===== src/rtl/bram_chunk_reader.sv =====
// Reads a chunk of words out of the shared BRAM and streams it as an AXI4-Stream master.
// A 2-entry buffer absorbs the 1-cycle BRAM latency and downstream backpressure.
module bram_chunk_reader #(
  parameter int DATA_WIDTH = 32,
  parameter int ADDR_WIDTH = 12
) (
  input  logic                  m00_axis_aclk,
  input  logic                  m00_axis_aresetn,
  input  logic                  start,
  input  logic [ADDR_WIDTH-1:0] base_addr,
  input  logic [ADDR_WIDTH-1:0] len_m1,
  output logic                  bram_en,
  output logic [ADDR_WIDTH-1:0] bram_addr,
  input  logic [DATA_WIDTH-1:0] bram_rdata,
  output logic [DATA_WIDTH-1:0] m00_axis_tdata,
  output logic                  m00_axis_tvalid,
  input  logic                  m00_axis_tready,
  output logic                  m00_axis_tlast,
  output logic                  busy,
  output logic                  done
);

  typedef enum logic [1:0] {IDLE, READ, DRAIN, DONE} state_t;

  localparam logic [ADDR_WIDTH:0] CNT_ONE = {{ADDR_WIDTH{1'b0}}, 1'b1};

  state_t state, state_next;

  logic [ADDR_WIDTH-1:0] base_q;
  logic [ADDR_WIDTH-1:0] len_q;
  logic [ADDR_WIDTH:0]   issue_cnt;
  logic [ADDR_WIDTH:0]   send_cnt;
  logic [ADDR_WIDTH:0]   chunk_len;
  logic                  inflight;
  logic [1:0]            count;
  logic [DATA_WIDTH-1:0] buf_data [2];
  logic                  wr_ptr;
  logic                  rd_ptr;
  logic                  pop;
  logic                  push;
  logic                  issue;
  logic                  last_issue;
  logic                  last_pop;
  logic [2:0]            occupancy;

  assign chunk_len = {1'b0, len_q} + CNT_ONE;
  assign occupancy = {1'b0, count} + {2'b00, inflight};
  assign pop       = m00_axis_tvalid & m00_axis_tready;
  assign push      = inflight;

  // A read is only issued if its word is guaranteed a buffer slot when it returns.
  assign issue      = (state == READ) && (issue_cnt != chunk_len) &&
                      (occupancy < (pop ? 3'd3 : 3'd2));
  assign last_issue = issue && ((issue_cnt + CNT_ONE) == chunk_len);
  assign last_pop   = pop && (send_cnt == {1'b0, len_q});

  assign m00_axis_tvalid = (count != 2'd0);
  assign m00_axis_tdata  = buf_data[rd_ptr];
  assign m00_axis_tlast  = m00_axis_tvalid && (send_cnt == {1'b0, len_q});
  assign bram_addr       = base_q + issue_cnt[ADDR_WIDTH-1:0];

  always_ff @(posedge m00_axis_aclk or negedge m00_axis_aresetn) begin
    if (!m00_axis_aresetn) begin
      state <= IDLE;
    end else begin
      state <= state_next;
    end
  end

  always_comb begin
    state_next = state;
    case (state)
      IDLE:    if (start) state_next = READ;
      READ:    if (last_issue) state_next = DRAIN;
      DRAIN:   if (last_pop) state_next = DONE;
      DONE:    state_next = IDLE;
      default: state_next = IDLE;
    endcase
  end

  always_comb begin
    bram_en = issue;
    busy    = (state == READ) || (state == DRAIN);
    done    = (state == DONE);
  end

  always_ff @(posedge m00_axis_aclk or negedge m00_axis_aresetn) begin
    if (!m00_axis_aresetn) begin
      base_q      <= '0;
      len_q       <= '0;
      issue_cnt   <= '0;
      send_cnt    <= '0;
      inflight    <= 1'b0;
      count       <= 2'd0;
      wr_ptr      <= 1'b0;
      rd_ptr      <= 1'b0;
      buf_data[0] <= '0;
      buf_data[1] <= '0;
    end else begin
      if ((state == IDLE) && start) begin
        base_q    <= base_addr;
        len_q     <= len_m1;
        issue_cnt <= '0;
        send_cnt  <= '0;
      end else begin
        if (issue) issue_cnt <= issue_cnt + CNT_ONE;
        if (pop)   send_cnt  <= send_cnt + CNT_ONE;
      end
      inflight <= issue;
      if (push) begin
        buf_data[wr_ptr] <= bram_rdata;
        wr_ptr           <= ~wr_ptr;
      end
      if (pop) rd_ptr <= ~rd_ptr;
      case ({push, pop})
        2'b10:   count <= count + 2'd1;
        2'b01:   count <= count - 2'd1;
        default: count <= count;
      endcase
    end
  end

endmodule

===== config.mk =====
export PLATFORM = sky130hd
export DESIGN_NAME = bram_chunk_reader
export DESIGN_NICKNAME = d
export VERILOG_FILES = /design/src/rtl/bram_chunk_reader.sv
export SDC_FILE = /design/constraint.sdc
export NUM_CORES = 1
export LEC_CHECK = 0
export CAP_MARGIN = 20
export CORE_ASPECT_RATIO = 0.6
export CORE_UTILIZATION = 54
export DETAILED_ROUTE_END_ITERATION = 8
export PLACE_DENSITY = 0.81
export SLEW_MARGIN = 5
export SYNTH_ARGS = -nofsm -noshare
export SYNTH_HDL_FRONTEND = slang
export SYNTH_SLANG_ARGS = --single-unit

===== constraint.sdc =====
create_clock -name m00_axis_aclk -period 3.1 [get_ports m00_axis_aclk]
set_clock_uncertainty 0.15 [all_clocks]
set_input_delay 0.62 -clock m00_axis_aclk [delete_from_list [all_inputs] [get_ports m00_axis_aclk]]
set_output_delay 0.62 -clock m00_axis_aclk [all_outputs]
set_load 0.01 [all_outputs]

==> key figures, run 1 <==
Outcome
  – Status: finished, violations left
  – Violated checks: negative setup slack

Setup path
  – CP startpoint kind: register
  – CP arrival: 2.60 ns
  – Critical Path Sink Type: primary output
  – CP Data Required Time: 2.33 ns
  – Critical path fanouts, max: 2
  – WS Path Type: register to primary output

Synth
  – Cell area after synthesis: 6701 sq um
  – Synth Warn #: 0
  – Top_reg_cell synth: dfrtp_1
  – Cell accounting for the most synthesized area: dfrtp_1
  – Syn_nets: 720
  – Synth area leaders: dfrtp_1 45%, mux2_2 16%, xnor2_1 6.5%
  – Synth Register Bits: 121
  – Post-synth EDFFs: 0
  – Register area share after synthesis: 0.4518
  – Mapped Cells: 637
  – Synthesized area per cell: 10.52 sq um
  – Share of the synthesized area in the top cell type: 0.4518
  – Yosys cell types: 55
  – Async S/R FF share, synth: 1.000

Layout
  – Antenna cells: 0
  – Number of fill cells: 752
  – P&R area growth vs syn: 37.08%
  – Final nets: 876
  – Non-Filler Instances: 971
  – Storage element area: 3033 sq um
  – Multi-input gate area: 3680 sq um
  – Share of cells above drive strength 1: 0.3127
  – Fin area: 9186 sq um

Power
  – Sequential share of power: 0.289
  – VDD IR max: 0.5411 mV
  – Clk network pwr share: 0.223
  – Combinational power share: 0.488
  – Switching part of the total: 0.3554
  – Net Sw Power: 3.404 mW
  – Pint: 6.175 mW
  – Final Total Pwr: 9.579 mW
  – Leakage: 4.008 nW
  – Power density over the cells: 1043 nW/um^2

Placed design
  – Port bufs: 108
  – Post-DP HPWL: 12310 microns
  – Placed instance area: 8205 sq um
  – Final GP Congestion: 0.9790
  – Pre-CTS setup slack: -0.5133 ns
  – Placed Cells: 922

Clock network
  – TritonCTS clock tree: yes
  – CTS clk-pin slew, worst paths: 0.06 ns
  – H-tree depth: 4
  – Hold bufs inserted after CTS: 0
  – Num CTS Buffers: 17
  – CTS sink cnt: 121
  – CTS root buf: clkbuf_16
  – Bufs on Longest Clock Path: 2
  – Worst-Skew Late Latency: 0.41 ns

Floorplan
  – Rows: 31
  – Ports: 109
  – Die footprint: 12870 sq um
  – Core Region: 12060 sq um
  – Die Y: 88.29 microns
  – Die W: 145.8 microns
  – Initial Util: 0.5555

Detailed routing
  – Avg Vias per Cell: 5.743
  – DRC violations left: 0
  – Drt total wl: 18900 microns
  – Vias: 5576
  – Pre-antenna DRT Iters: 6
  – Initial DRC count: 494
  – Routed len/inst: 19.46 microns
  – Routed Antenna Nets: 0

Global routing
  – GRT overflow: 0
  – Total Routing Usage GR: 0.2898
  – Antenna violations before repair: 0
  – Vias in the first global route: 5514
  – Pin count of the biggest net entering global routing: 56
  – First-pass GRT wire length: 28430 microns

Timing
  – Max Transition Viols Final: 0
  – Least-Margin Pin Slew: 0.8034 ns
  – RSZ-0062 raised after global routing: yes
  – Setup ws final: -0.2650 ns
  – Period Utilization, post-route: 1.085
  – Setup Viol. Count Final: 6
  – Fmax: 0.2972 GHz
  – Crit path time final: 3.365 ns
  – Worst rel slew slack: 0.4631
  – Final hold violations: 0

Run
  – Max-cap violations: 0

Min path
  – Worst min-delay path class: input pin to async pin
-- Yosys cell counts, types with 12 or more instances --
master,count
a21oi_1,17
clkbuf_1,20
dfrtp_1,121
ha_1,22
inv_1,13
mux2_2,96
nand2_1,99
nand3_1,15
nor2_1,39
o21ai_0,12
xnor2_1,50
xor2_1,25
-- flip-flops by register name (all words and copies together), names as in the netlist --
register,flops
issue_cnt,13
wr_ptr,1
buf_data,64
count,2
len_q,12
send_cnt,13
base_q,12
state,2
inflight,1
rd_ptr,1
-- path summary, 6_finish.rpt --
path	from	endpoint	slack [ns]	depth (start not counted)
max in group asynchronous	m00_axis_aresetn	buf_data[56]	1.99	2
min in group m00_axis_aclk	base_q[5]	base_q[5]	0.34	2
worst min-delay path	m00_axis_aresetn	buf_data[43]	0.05	1
worst max register to register	len_q[0]	state[1]	0.08	10
worst min register to register	base_q[5]	base_q[5]	0.34	2
worst max-delay path	base_q[0]	bram_addr[10]	-0.27	11
-- cell families after synthesis --
| logic type | count (synthesis) | share of synthesized area |
|---|---|---|
| AND/OR/NAND/NOR | 219 | 0.1566 |
| adder cells (fa/ha/maj) | 23 | 0.04406 |
| multiplexers | 98 | 0.1650 |
| flip-flops | 121 | 0.4518 |
| XOR/XNOR | 77 | 0.1055 |
| buffers and inverters | 49 | 0.03006 |
| AO/OA/AOI/OAI | 50 | 0.04686 |
-- through the flow --
stage	TNS, ns	hold WS [ns]	util
after floorplan	0	0.1744	-
after global placement	-1.209	0.3121	0.6802
after detailed placement	-1.830	0.3155	0.6802
after CTS	-0.6141	0.06904	0.7466
after global routing	-1.779	0.09457	0.7615
final	-1.114	0.05018	0.7615
-- power groups by stage --
stage	logic, mW	registers (mW)	clock network (mW)
5_1_grt	4.97	2.84	2.23
3_3_place_gp	4.13	2.64	0
6_report	4.67	2.77	2.14
4_1_cts	4.49	2.71	2.15
3_5_place_dp	4.30	2.72	0
2_1_floorplan	2.62	2.54	0
-- per-layer routing --
layer	vias up	routed length (microns)	track usage
met5	-	0	0
met4	0	587	0.1234
met3	67	1605	0.07474
met2	284	8772	0.4450
met1	2727	7930	0.3955
li1	2498	-	-
-- cell type report --
cell class / count / area share
inverters: 14 / 0.005721
multi-input cells: 467 / 0.4006
repair buffers: 172 / 0.1709
well taps: 165 / 0.02247
flip-flops and latches: 121 / 0.3302
clock inverters: 13 / 0.02084
clock buffers: 19 / 0.04931
-- layout by cell type (no fill, tap or decap), types with 4 or more instances in the layout --
cell type and count:
nor3_1 9, clkbuf_16 17, bufinv_16 4, xnor2_1 46, nand2_1 98, buf_4 56
inv_1 12, buf_2 7, a21oi_1 13, buf_6 7, nand4_1 11, xor2_1 24
mux2_2 96, o21ai_0 8, dfrtp_2 4, nor2b_1 5, nand3_1 13, clkdlybuf4s50_1 96
nor3b_1 4, nor4_2 4, dfrtp_1 117, nor2_1 37, nor4_1 5, ha_1 18
xnor2_2 4, clkinv_4 5
-- repair_timing --
action                     4_1_cts  5_1_grt
setup endpoints to repair       11       12
buffers inserted                 9        8
pin swaps                       15        9
gates resized for setup         59       34
-- worst max-delay path, cell delays in order (launching register included) --
cell,delay [ns]
dfrtp_1,0.40
ha_4,0.16
inv_2,0.04
fa_2,0.36
nor2b_2,0.15
o21ai_2,0.07
a21boi_2,0.16
o21ai_2,0.09
a21oi_2,0.21
o31ai_2,0.11
o311ai_1,0.26
buf_2,0.19
No activity file was read; power rests on OpenSTA's default activity.
==> run 2: changes to the inputs <==
CORE_ASPECT_RATIO = 1.25   (was 0.6)
CORE_MARGIN = 5   (was unset)
GPL_TIMING_DRIVEN = 0   (was unset)
==> run 2 against run 1 <==
The flow still finishes with violations (negative setup slack). Cell area shrank 1.1%. Count of clock-buffer cells in the layout grew 2. Cell count shrank 0.51%. Total power shrank 3.9%. First-iteration DRC count shrank 36%. Combinational power shrank 2%. Via count shrank 4.3%. Routed wire length shrank 10%. Die area grew 15%. Highest routed layer unchanged.
==> key figures, run 2 (same netlist as run 1, synthesis figures left out) <==
Layout
  – Share of cells above drive strength 1: 0.2905 (-0.02213)
  – Final nets: 872 (-0.46%)
  – Most frequent cells in the layout: 113 x dfrtp_1, 97 x nand2_1, 96 x mux2_2, 96 x clkdlybuf4s50_1, 44 x xnor2_1
  – Fin area: 9084 sq um (-1.1%)
  – Utilization after layout: 0.7469 (-0.01462)
  – Top reg by flops: buf_data
  – Top Registers: buf_data (64), issue_cnt (13), send_cnt (13)
  – P&R area growth vs syn: 35.55%
  – Non-Filler Instances: 966 (-0.51%)
  – Most common cell after layout, fill and taps aside: dfrtp_1
  – Number of flip-flops under the largest register name: 64 (unchanged)
  – Antenna cells: 0 (unchanged)

Global routing
  – GRT overflow: 0 (unchanged)
  – First-pass GRT wire length: 27420 microns (-3.5%)
  – Antenna violations before repair: 0 (unchanged)
  – Pin count of the biggest net entering global routing: 101 (+80%)
  – Total Routing Usage GR: 0.2379 (-0.05188)
  – Vias in the first global route: 5770 (+4.6%)

Setup path
  – Critical Path Sink Type: primary output
  – Reg2reg start: issue_cnt[7]
  – CP Launch Point: base_q[0]
  – CP arrival: 2.57 ns (-0.03 ns)
  – Critical path fanouts, max: 2 (unchanged)
  – CP Data Required Time: 2.33 ns (about the same)
  – WS Path Type: register to primary output
  – CP startpoint kind: register

Clock network
  – TritonCTS clock tree: yes
  – CTS sink cnt: 121 (unchanged)
  – CTS clk-pin slew, worst paths: 0.06 ns (about the same)
  – CTS root buf: clkbuf_16
  – Bufs on Longest Clock Path: 2 (unchanged)
  – Num CTS Buffers: 17 (unchanged)
  – H-tree depth: 4 (unchanged)
  – Worst-Skew Late Latency: 0.42 ns (about the same)

Timing
  – Setup Viol. Count Final: 6 (unchanged)
  – Setup tns final: -0.8175 ns (+0.2963 ns)
  – Max Transition Viols Final: 0 (unchanged)
  – Smallest hold slack: 0.3467 ns (+0.2966 ns)
  – Fmax: 0.2996 GHz (+0.82%)
  – Setup ws final: -0.2378 ns (+0.02722 ns)
  – Worst rel slew slack: 0.5492 (+0.08608)
  – RSZ-0062 raised after global routing: yes
  – Crit path time final: 3.338 ns (-0.02722 ns)
  – Period Utilization, post-route: 1.077 (-0.008780)
  – Least-Margin Pin Slew: 0.6762 ns (-0.1272 ns)
  – Final hold violations: 0 (unchanged)

Detailed routing
  – Routed len/inst: 17.59 microns (-9.6%)
  – Vias: 5334 (-4.3%)
  – Routed Antenna Nets: 0 (unchanged)
  – Initial DRC count: 316 (-36%)
  – DRC violations left: 0 (unchanged)
  – Avg Vias per Cell: 5.522 (-3.8%)
  – Drt total wl: 16990 microns (-10%)
  – Pre-antenna DRT Iters: 5 (-1)

Placed design
  – Final GP Congestion: 0.8782 (-10%)
  – Placed Cells: 910 (-1.3%)
  – Placed instance area: 8016 sq um (-2.3%)
  – Pre-CTS setup slack: -0.6451 ns (-0.1318 ns)
  – Port bufs: 108 (unchanged)
  – Post-DP HPWL: 11760 microns (-4.4%)

Floorplan
  – Die W: 109.6 microns (-25%)
  – Die Y: 134.6 microns (+52%)
  – Initial Util: 0.5510 (-0.004515)
  – Core Region: 12160 sq um (+0.82%)
  – Rows: 45 (+45%)
  – Die footprint: 14750 sq um (+15%)
  – Ports: 109 (unchanged)

Run
  – Max-cap violations: 0 (unchanged)

Min path
  – Worst Min Path Start: base_q[3]
  – Worst min-delay path class: register to register

Power
  – Final Total Pwr: 9.207 mW (-3.9%)
  – Power density over the cells: 1014 nW/um^2 (-2.8%)
  – VDD IR max: 0.5858 mV (+8.3%)
  – Leakage: 3.906 nW (-2.6%)

Outcome
  – Status: finished, violations left
  – Violated checks: negative setup slack
[run 2: cell types whose count changed in the layout (fill, tap and decap cells not counted), moves of 3 or more]
cell,previous run,this run
clkbuf_2,1,5
clkbuf_1,0,16
dfrtp_2,4,8
dfrtp_1,117,113
buf_1,0,3
buf_2,7,10
buf_4,56,27
clkinvlp_4,0,5
clkinv_4,5,1
[run 2: routing by layer]
layer,share of wire,wire length [microns],global-route usage,up-vias
li1,-,-,-,2493
met1,0.39,6559,0.2638,2600
met2,0.53,8931,0.4189,193
met3,0.056,947,0.05882,48
met4,0.033,555,0.1164,0
met5,0,0,0,-
[run 2: repair_timing]
item | 4_1_cts | 5_1_grt
resized for setup | 77 | 35
hold buffers | 1 | 0
endpoints found under the setup margin | 39 | 11
gates cloned | 0 | 1
pin swaps | 19 | 19
hold endpoints to repair | 21 | 0
setup buffers | 19 | 7
[run 2: layout make-up]
type                    count  area (sq um)
multi-input cells         467          3741
repair buffers            136          1282
flip-flops and latches    121          3038
clock inverters            11         121.4
inverters                  14         52.55
well taps                 164         205.2
clock buffers              21         470.5
plain buffers              32         172.7
fillers                   816          3078
[run 2: report_power, final]
| part | switching (mW) | leakage (nW) | total (mW) | internal, mW |
|---|---|---|---|---|
| logic | 2.09 | 2.15 | 4.57 | 2.49 |
| registers | 0.428 | 1.47 | 2.68 | 2.25 |
| clock network | 0.714 | 0.277 | 1.95 | 1.24 |
| total | 3.23 | 3.91 | 9.21 | 5.98 |
[run 2: final timing paths]
kind                       slack (ns)       endpoint  cells past startpoint
hold / removal                   0.35      base_q[3]                      2
max in group asynchronous        1.56       len_q[9]                      3
hold reg to reg                  0.35      base_q[3]                      2
min in group asynchronous        0.46   buf_data[38]                      2
setup reg to reg                 0.18       state[1]                      9
setup / recovery                -0.24  bram_addr[10]                     11
[run 2: worst max-delay path: stages (launching register included)]
cell and delay [ns]:
dfrtp_1 0.39, ha_4 0.15, inv_2 0.04, fa_2 0.35, nor2b_1 0.12, o21ai_1 0.09, a21boi_1 0.19, o21ai_1 0.13
a21oi_2 0.19, o31ai_2 0.09, o311ai_1 0.23, buf_2 0.18
==> run 3: changes to the inputs <==
SKIP_CTS_REPAIR_TIMING = 1   (was unset)
==> run 3 against run 2 <==
Die area did not move. Critical path type unchanged. Non-clock buffer count fell by 16. The run still ends with negative setup slack left. Via count fell by 1.7%. Total power fell by 2.5%. Largest power group unchanged.
==> key figures, run 3 (same netlist as run 1, synthesis figures left out) <==
Setup path
  – CP Data Required Time: 2.33 ns (about the same)
  – CP startpoint kind: register
  – WS Path Type: register to primary output
  – CP arrival: 2.77 ns (+0.20 ns)
  – Critical path fanouts, max: 5 (+3)
  – R2R Setup Slk: 0.11 ns (-0.07 ns)
  – Critical Path Sink Type: primary output

Layout
  – P&R area growth vs syn: 32.56%
  – Antenna cells: 0 (unchanged)
  – Final nets: 856 (-1.8%)
  – Most frequent cells in the layout: 115 x dfrtp_1, 99 x nand2_1, 97 x clkdlybuf4s50_1
  – Share of cells above drive strength 1: 0.2634 (-0.02716)
  – Number of fill cells: 850 (+4.2%)
  – Number of flip-flops under the largest register name: 64 (unchanged)
  – Utilization after layout: 0.7305 (-0.01646)
  – Multi-input gate area: 3681 sq um (-1.6%)
  – Top reg by flops: buf_data
  – Top Registers: buf_data (64), issue_cnt (13), send_cnt (13)
  – Fin area: 8884 sq um (-2.2%)
  – Most common cell after layout, fill and taps aside: dfrtp_1
  – Storage element area: 3035 sq um (about the same)

Clock network
  – Worst-Skew Late Latency: 0.42 ns (about the same)
  – H-tree depth: 4 (unchanged)
  – Bufs on Longest Clock Path: 2 (unchanged)
  – CTS sink cnt: 121 (unchanged)
  – Num CTS Buffers: 17 (unchanged)
  – TritonCTS clock tree: yes
  – CTS root buf: clkbuf_16
  – CTS clk-pin slew, worst paths: 0.06 ns (about the same)

Global routing
  – Antenna violations before repair: 0 (unchanged)
  – Vias in the first global route: 5529 (-4.2%)
  – Total Routing Usage GR: 0.2253 (-0.01260)
  – First-pass GRT wire length: 25970 microns (-5.3%)
  – GRT overflow: 0 (unchanged)
  – Pin count of the biggest net entering global routing: 101 (unchanged)

Timing
  – Setup Viol. Count Final: 6 (unchanged)
  – Period Utilization, post-route: 1.142 (+0.06535)
  – Smallest hold slack: 0.3466 ns (-0.0001470 ns)
  – Setup ws final: -0.4404 ns (-0.2026 ns)
  – Max Transition Viols Final: 0 (unchanged)
  – Crit path time final: 3.540 ns (+0.2026 ns)
  – Least-Margin Pin Slew: 0.6739 ns (-0.002324 ns)
  – RSZ-0062 raised after global routing: yes
  – Worst rel slew slack: 0.5507 (+0.001549)
  – Fmax: 0.2825 GHz (-5.7%)
  – Final hold violations: 0 (unchanged)

Floorplan
  – Core Region: 12160 sq um (unchanged)
  – Initial Util: 0.5510 (unchanged)
  – Ports: 109 (unchanged)
  – Die W: 109.6 microns (unchanged)
  – Die footprint: 14750 sq um (unchanged)
  – Rows: 45 (unchanged)
  – Die Y: 134.6 microns (unchanged)

Power
  – Leakage: 3.836 nW (-1.8%)
  – VDD IR max: 0.5244 mV (-10%)
  – Power density over the cells: 1011 nW/um^2 (-0.30%)

Detailed routing
  – Drt total wl: 16580 microns (-2.5%)
  – Routed len/inst: 17.45 microns (-0.82%)
  – Routed Antenna Nets: 0 (unchanged)
  – DRC violations left: 0 (unchanged)
  – Initial DRC count: 319 (+0.95%)
  – Vias: 5245 (-1.7%)
  – Pre-antenna DRT Iters: 5 (unchanged)
  – Avg Vias per Cell: 5.521 (about the same)

Outcome
  – Status: finished, violations left
  – Violated checks: negative setup slack

Min path
  – Worst min-delay path class: register to register

Placed design
  – Port bufs: 108 (unchanged)
  – Placed instance area: 8016 sq um (unchanged)
  – Post-DP HPWL: 11760 microns (unchanged)
  – Final GP Congestion: 0.8782 (unchanged)

Run
  – Max-cap violations: 0 (unchanged)
-- run 3: cell count changes in the layout (fill, tap and decap cells not counted), sizes merged --
| cell | delta |
|---|---|
| clkdlybuf4s50 | +1 |
| clkbuf | -2 |
| buf | -17 |
| dlymetal6s2s | +2 |
-- run 3: critical path, cell delays in order (launching register included) --
cell,delay [ns]
dfrtp_2,0.44
ha_4,0.16
inv_2,0.04
fa_2,0.38
nor2b_2,0.16
o21ai_2,0.09
a21boi_2,0.18
o21ai_2,0.10
a21oi_2,0.16
buf_4,0.13
o31ai_2,0.06
o311ai_1,0.28
buf_2,0.18
-- run 3: per-layer routing --
layer / up-vias / part of all wire / wire length (microns) / global-route usage
met5: - / 0 / 0 / 0
met4: 0 / 0.026 / 428 / 0.09979
met3: 42 / 0.060 / 1001 / 0.06026
met2: 191 / 0.53 / 8728 / 0.3934
met1: 2550 / 0.39 / 6417 / 0.2546
li1: 2462 / - / - / -
-- run 3: power breakdown --
part / total [mW] / switching [mW] / internal [mW]
logic: 4.35 / 2.01 / 2.33
registers: 2.68 / 0.425 / 2.25
clock network: 1.95 / 0.713 / 1.24
-- run 3: final cells by class --
type | count | share of cell area
timing repair buffer | 119 | 0.1314
clock inverter | 11 | 0.01366
buffer | 33 | 0.01690
sequential | 121 | 0.3417
inverter | 14 | 0.005915
multi-input combinational | 467 | 0.4144
tap | 164 | 0.02310
clock buffer | 21 | 0.05296
-- run 3: path summary, 6_finish.rpt --
path / endpoint / cells after the start / startpoint
max reg2reg: state[1] / 10 / issue_cnt[0]
min: base_q[8] / 2 / base_q[8]
max: bram_addr[10] / 12 / issue_cnt[0]
min in group asynchronous: buf_data[38] / 2 / m00_axis_aresetn
min reg2reg: base_q[8] / 2 / base_q[8]
max in group asynchronous: len_q[9] / 3 / m00_axis_aresetn
-- run 3: through the flow --
step | setup TNS [ns] | std cells | power [mW] | setup WS [ns]
after global placement | -385.72 | 909 | 6.634 | -3.182
after detailed placement | -2.277 | 910 | 6.831 | -0.6451
final | -1.015 | 950 | 8.977 | -0.4404
after CTS | -9.267 | 942 | 8.834 | -1.119
after global routing | -1.841 | 950 | 9.543 | -0.5760
after floorplan | 0 | 637 | 5.159 | 0.003816
